<file path="config.mk">
export PLATFORM = sky130hd
export DESIGN_NAME = hazard_forwarding_ctrl
export DESIGN_NICKNAME = d
export VERILOG_FILES = /design/src/rtl/hazard_forwarding_ctrl.sv
export SDC_FILE = /design/constraint.sdc
export NUM_CORES = 1
export LEC_CHECK = 0
export BUFFER_PORTS_ARGS = -buffer_cell sky130_fd_sc_hd__buf_2
export CAP_MARGIN = 20
export CORE_UTILIZATION = 50
export DETAILED_ROUTE_END_ITERATION = 8
export PLACE_DENSITY = 0.79
export SYNTH_ARGS = -nofsm -noshare
export SYNTH_HDL_FRONTEND = slang
export SYNTH_SLANG_ARGS = --single-unit
</file>
<file path="constraint.sdc">
create_clock -name i_clock -period 5.3 [get_ports i_clock]
set_clock_uncertainty 0.1 [all_clocks]
set_input_delay 1.06 -clock i_clock [delete_from_list [all_inputs] [get_ports i_clock]]
set_output_delay 1.06 -clock i_clock [all_outputs]
set_load 0.01 [all_outputs]
</file>
<file path="src/rtl/hazard_forwarding_ctrl.sv">
// Hazard unit beside the ID stage: per-operand EX/MEM forwarding selects registered into EX,
// load-use stall/bubble generation with a LOAD_LAT-cycle FSM, and a saturating stall counter.
module hazard_forwarding_ctrl #(
    parameter int NB_REG   = 5,
    parameter int NB_MUX   = 2,
    parameter int N_SRC    = 2,
    parameter int LOAD_LAT = 1,
    parameter int NB_CNT   = 16
) (
    input  logic                      i_clock,
    input  logic                      i_reset_n,
    input  logic                      i_enable,
    input  logic                      i_flush,
    input  logic [N_SRC*NB_REG-1:0]   i_ID_src,
    input  logic [NB_REG-1:0]         i_EX_rd,
    input  logic                      i_EX_write_reg,
    input  logic                      i_EX_mem_read,
    input  logic [NB_REG-1:0]         i_MEM_rd,
    input  logic                      i_MEM_write_reg,
    output logic [N_SRC*NB_MUX-1:0]   o_forwarding,
    output logic                      o_stall_pc,
    output logic                      o_stall_if_id,
    output logic                      o_bubble_id_ex,
    output logic [NB_CNT-1:0]         o_stall_cnt
);

    typedef enum logic {
        IDLE  = 1'b0,
        STALL = 1'b1
    } state_t;

    localparam logic [NB_MUX-1:0] SEL_RF  = NB_MUX'(0);
    localparam logic [NB_MUX-1:0] SEL_EX  = NB_MUX'(1);
    localparam logic [NB_MUX-1:0] SEL_MEM = NB_MUX'(2);
    // Remaining STALL-state cycles after the detect cycle, minus one.
    localparam logic [1:0] BUB_INIT = (LOAD_LAT > 1) ? 2'(LOAD_LAT - 2) : 2'd0;

    state_t                    state_q, state_d;
    logic [1:0]                bub_q, bub_d;
    logic [N_SRC*NB_MUX-1:0]   fwd_q, fwd_d;
    logic [NB_CNT-1:0]         cnt_q, cnt_d;
    logic [N_SRC*NB_MUX-1:0]   fwd_nxt_s;
    logic [N_SRC-1:0]          ld_hit_s;
    logic                      hazard_s;
    logic                      stall_s;
    logic                      stall_out_s;

    for (genvar k = 0; k < N_SRC; k++) begin : g_src
        logic [NB_REG-1:0] src_s;
        logic              nz_s;
        logic              ex_hit_s;
        logic              mem_hit_s;

        assign src_s     = i_ID_src[k*NB_REG +: NB_REG];
        assign nz_s      = (src_s != NB_REG'(0));
        assign ex_hit_s  = nz_s && (src_s == i_EX_rd) && i_EX_write_reg && !i_EX_mem_read;
        assign mem_hit_s = nz_s && (src_s == i_MEM_rd) && i_MEM_write_reg;
        assign ld_hit_s[k] = nz_s && (src_s == i_EX_rd);
        assign fwd_nxt_s[k*NB_MUX +: NB_MUX] = ex_hit_s  ? SEL_EX  :
                                               mem_hit_s ? SEL_MEM : SEL_RF;
    end

    assign hazard_s    = (state_q == IDLE) && i_EX_mem_read && i_EX_write_reg && (|ld_hit_s);
    assign stall_s     = hazard_s || (state_q == STALL);
    // Flush aborts the stall in the same cycle; reset forces the stall lines low.
    assign stall_out_s = stall_s && !i_flush && i_reset_n;

    assign o_stall_pc     = stall_out_s;
    assign o_stall_if_id  = stall_out_s;
    assign o_bubble_id_ex = stall_out_s;
    assign o_forwarding   = fwd_q;
    assign o_stall_cnt    = cnt_q;

    // Bubble FSM next state; frozen while disabled, flush returns to IDLE.
    always_comb begin
        state_d = state_q;
        bub_d   = bub_q;
        if (!i_enable) begin
            state_d = state_q;
            bub_d   = bub_q;
        end else if (i_flush) begin
            state_d = IDLE;
            bub_d   = 2'd0;
        end else begin
            case (state_q)
                IDLE: begin
                    if (hazard_s && (LOAD_LAT > 1)) begin
                        state_d = STALL;
                        bub_d   = BUB_INIT;
                    end else begin
                        state_d = IDLE;
                        bub_d   = bub_q;
                    end
                end
                STALL: begin
                    if (bub_q == 2'd0) begin
                        state_d = IDLE;
                    end else begin
                        bub_d = bub_q - 2'd1;
                    end
                end
                default: begin
                    state_d = IDLE;
                    bub_d   = 2'd0;
                end
            endcase
        end
    end

    // Forwarding selects and saturating stall counter next state.
    always_comb begin
        fwd_d = fwd_q;
        cnt_d = cnt_q;
        if (!i_enable) begin
            fwd_d = fwd_q;
        end else if (i_flush || stall_s) begin
            fwd_d = '0;
        end else begin
            fwd_d = fwd_nxt_s;
        end
        if (i_enable && stall_s && !i_flush && (cnt_q != {NB_CNT{1'b1}})) begin
            cnt_d = cnt_q + NB_CNT'(1);
        end else begin
            cnt_d = cnt_q;
        end
    end

    // State registers.
    always_ff @(posedge i_clock or negedge i_reset_n) begin
        if (!i_reset_n) begin
            state_q <= IDLE;
            bub_q   <= 2'd0;
            fwd_q   <= '0;
            cnt_q   <= '0;
        end else begin
            state_q <= state_d;
            bub_q   <= bub_d;
            fwd_q   <= fwd_d;
            cnt_q   <= cnt_d;
        end
    end

endmodule
</file>
### Word level (Yosys, flattened, before mapping)

Index checks and enable logic that the tools add are counted.

* bits in registers: 23
* latch bits: 0
* RAM bits: 0
* bits in read-only memories: 0
* output and inout port bits: 23
* memories kept: 0

* add/sub/neg operators: 2
* multipliers: 0
* divide/modulo/power cells: 0
* order comparisons: 0
* equal/unequal tests: 7
* shifts and indexed selects: 0
* mux-type cells: 11
* bitwise logic cells: 1
* reductions and logical operators: 27

Operator list (count)
* $eq 5x5->1: 4
* $logic_and 1x1->1: 18
* $add 16x1->16 const B: 1
* $ne 16x16->1 const B: 1
* $mux 2: 7
* $reduce_bool 5->1: 2
* $mux 4: 1
* $ne 3x3->1 const B: 1
* $reduce_and 3->1: 1
* $logic_not 1->1: 2
* $logic_not 2->1: 1
* $logic_or 1x1->1: 2
* $mux 1: 2
* $ne 2x2->1 const B: 1
* $pmux 1 s2: 1
* $reduce_or 2->1: 1
* $sub 2x1->2 const B: 1
* $not 1->1: 1

### Longest topological paths before layout

* word-level depth: 8
* gate-level depth with buffers: 7
* gate-level depth less buffers: 7

### Worst setup path before layout

OpenSTA, ideal clock, no wires.

* path type: input port to output port
* start point: input i_EX_rd[4]
* end point: output o_stall_if_id
* data arrival time: 2.636 ns
* slack: 1.504 ns
* cell stages on the path: 6
* path buffers: 2
* cells stage by stage: xor2_1 > or3_4 > o221a_4 > buf_8 > nor3b_1 > buf_4

* word-level cells in the longest chain between the ends: 7
* elaborated cells between the ends (all ways): 9

RTL lines
* from (decl): line 15 `input logic [NB_REG-1:0] i_EX_rd,`
* $eq 5x5->1: line 58 `assign ld_hit_s[k] = nz_s && (src_s == i_EX_rd);`
* $logic_and 1x1->1: line 58
* $reduce_or 2->1 (*): line 63 `assign hazard_s = (state_q == IDLE) && i_EX_mem_read && i_EX_write_reg && (|ld_hit_s);`
* $logic_and 1x1->1 (*): line 63
* $logic_or 1x1->1 (*): line 64 `assign stall_s = hazard_s || (state_q == STALL);`
* $logic_and 1x1->1 (*) (2 in series): line 66 `assign stall_out_s = stall_s && !i_flush && i_reset_n;`
* to (decl): line 22 `output logic o_stall_if_id,`

Every way passes the cells marked *; elsewhere a longest branch is shown, timed or not.

### Final worst setup path

* start point: input i_ID_src[8]
* end point: output o_stall_pc

* word-level cells in the longest chain between the ends: 7
* elaborated cells between the ends (all ways): 8

RTL lines
* from (decl): line 14 `input logic [N_SRC*NB_REG-1:0] i_ID_src,`
* $eq 5x5->1 or $reduce_bool 5->1 (tied branches): line 58, 55
* $logic_and 1x1->1 (*): line 58
* $reduce_or 2->1 (*): line 63
* $logic_and 1x1->1 (*): line 63
* $logic_or 1x1->1 (*): line 64
* $logic_and 1x1->1 (*) (2 in series): line 66
* to (decl): line 21 `output logic o_stall_pc,`

Marked as above.

==> impl_metrics.yaml <==
status:
  status: "finished with violations"
  violations: "design-rule violations"
worst_setup_path:
  path_max_fanout: 13
  cp-end-kind: "primary output"
  startpoint_type: "input port"
  ff2ff_path_depth: 6
  required_ns: 4.14
  arrival_ns: 2.60
  crit_type: "input port to primary output"
finish:
  multi_input_area_um2: 848
  layout-drive-gt1-share_pct: 33.3
  regArea_um2: 576
  syn_to_final_growth_pct: 18.4
  fin_area_um2: 1770
  fillers: 257
  instances_no_fill: 232
  nets: 231
  num_antenna_cells: 0
logic_synthesis:
  ys_types: 36
  ys_warn_count: 0
  syn_inst: 152
  synth_ff_type: "dfrtp_1"
  syn_avg_cell_area_um2: 9.84
  ys_seq_elements: 23
  syn_area_um2: 1500
  yosysSeqAreaShare_pct: 38.5
  synth-edff-count: 0
  synthesis.nets: 181
  synthArstFlopShare_pct: 100
clocking:
  cts.clk_slew.worst_paths_ns: 0.12
  cts_setup_buffers: 0
  cts_root_buf: "clkbuf_4"
  cts-buffers-inserted: 3
  htreeDepth: 1
  post_cts_resized: 0
  cts_tree: "yes"
  clock_latency_ns: 0.31
  clk_path_buf_depth: 2
  clock-sinks: 23
  postCtsHoldBufs: 0
sta:
  tightest_slew_ns: 0.963
  fin_crit_ns: 3.76
  hold_slack_ns: 0.397
  slew_viol_final: 0
  timing.setup.tns_ns: 0
  fmax_ghz: 0.266
  setup_viol_count_final: 0
  rsz0062_at_grt: "false"
  period_share_pct: 71.0
  relSlewSlack_pct: 35.7
  finalHoldViolations: 0
placed_design:
  dp_hpwl_um: 2620
  dp_cells: 228
  io_buffers: 49
  gp_congestion: 0.847
  placed_area_um2: 1750
pwr:
  p_seq_share_pct: 56.4
  worst_ir_drop_vdd_mv: 0.119
  p_comb_share_pct: 18.6
  p_int_uw: 237
  power_uw: 329
  p_leak_nw: 0.846
  p_sw_share_pct: 28.0
  powerDensity_nw_per_um2: 186
  p_sw_uw: 92.0
  pwr-share-clk_pct: 25.0
global_route:
  grt_overflow: 0
  antenna_found_initial: 0
  grt_pass1_vias: 1302
  grt_start_max_net_pins: 25
  grt_pass1_wl_um: 5380
  gr-usage-all-layers_pct: 21.6
floorplanning:
  dieArea_um2: 3220
  core_region_area_um2: 2810
  pin_count: 50
  die_h_um: 56.7
  die_w_um: 56.7
  start_util_pct: 53.3
  placementRows: 19
drt:
  firstDrtPassIters: 6
  via_count: 1258
  drt_iter0_drc: 28
  wirelength_um: 3190
  wl_per_cell_um: 13.7
  ant_nets: 0
  avgViaCountPerCell: 5.42
  route.detailed.drc: 6
run:
  max_cap_viol_count: 0
min_path:
  whs_path_depth: 1
  hp-class: "register to register"
==> power groups by stage <==
stage	Sequential [mW]	Combinational, mW	Clock [mW]
finish	0.186	0.0612	0.0823
global route	0.186	0.0669	0.0905
CTS	0.186	0.0618	0.0841
detailed placement	0.189	0.0615	0
global placement	0.188	0.0576	0
floorplan	0.190	0.0286	0
==> per-layer routing <==
metal	share of wire, %	wire [um]	GRT usage [%]
met1	40	1290	23.4
met2	53	1700	40.3
met3	3.5	113	3.23
met4	2.7	86	11.1
met5	0	0	0
==> critical path: stages <==
cell and delay [ns]:
buf_2 0.12, xor2_1 0.16, nor3_2 0.20, nand4_2 0.19, o221a_4 0.39, nor3b_1 0.28
buf_2 0.19
==> final timing paths <==
path | from | end | slack (ns)
worst max-delay path | i_ID_src[8] | o_stall_pc | 1.54
worst min-delay path | o_stall_cnt[9] | o_stall_cnt[9] | 0.40
worst max register to register | o_stall_cnt[0] | o_stall_cnt[1] | 3.16
worst min register to register | o_stall_cnt[9] | o_stall_cnt[9] | 0.40
max in group asynchronous | i_reset_n | o_stall_cnt[5] | 4.16
min in group asynchronous | i_reset_n | o_stall_cnt[6] | 0.60
==> synthesized netlist by cell type, types with 2 or more instances <==
master / instances / area share [%]
nor3_2: 4 / 2.7
o22ai_1: 2 / 0.84
nor4b_2: 2 / 2.0
xor2_1: 20 / 12
nor3_1: 4 / 1.3
dfrtp_1: 23 / 38
nor2b_1: 2 / 0.84
nand3_1: 5 / 1.7
ha_1: 2 / 1.7
nor4_1: 2 / 0.84
nor2_1: 13 / 3.3
or3_1: 3 / 1.3
o21ai_0: 4 / 1.3
inv_1: 10 / 2.5
xnor2_1: 14 / 8.2
o22ai_2: 2 / 1.7
nand2_1: 13 / 3.3
buf_4: 2 / 1.0
nand4_1: 5 / 2.1
and3_1: 2 / 0.84
nand3_2: 3 / 2.0
==> logic make-up (layout without fill, tap and decap cells) <==
logic type                 after synthesis  in the layout  synth area share [%]
buffers and inverters                   14             63                  4.85
xor gates and xnor gates                34             34                  19.9
adders and majority gates                2              2                  1.67
DFF                                     23             23                  38.5
AOI/OAI and AO/OA                       12             12                  6.86
and+or+nand+nor                         65             65                  26.8
muxes                                    2              2                  1.42
==> stage by stage <==
step / utilization (%) / worst slack (ns)
final: 63.2 / 1.54
after global routing: 63.2 / 1.41
after CTS: 63.2 / 1.53
after global placement: 62.2 / 1.62
after detailed placement: 62.2 / 1.54
after floorplan: - / 1.50
==> registers in the layout, summed over array words and instances, names as in the netlist <==
register and count:
o_forwarding 4, bub_q 2, o_stall_cnt 16, state_q 1
==> cells in the final DEF (no fill, tap or decap), drive strengths merged, types with 2 or more instances in the layout <==
master  count
xor2       20
ha          2
nor3        8
nand3       9
buf        49
nand4       6
xnor2      14
dfrtp      23
and3        2
nand2      13
nor4        2
o22ai       4
nor2b       2
o21ai       4
nor2       13
nor4b       2
clkbuf      4
or3         4
inv        10
==> layout make-up <==
class	count	area share, %
multi-input cells	115	47.9
flip-flops and latches	23	32.5
repair buffers	49	13.8
well taps	31	2.19
inverters	10	2.12
clock buffers	4	1.48
No activity file was read; power rests on OpenSTA's default activity.
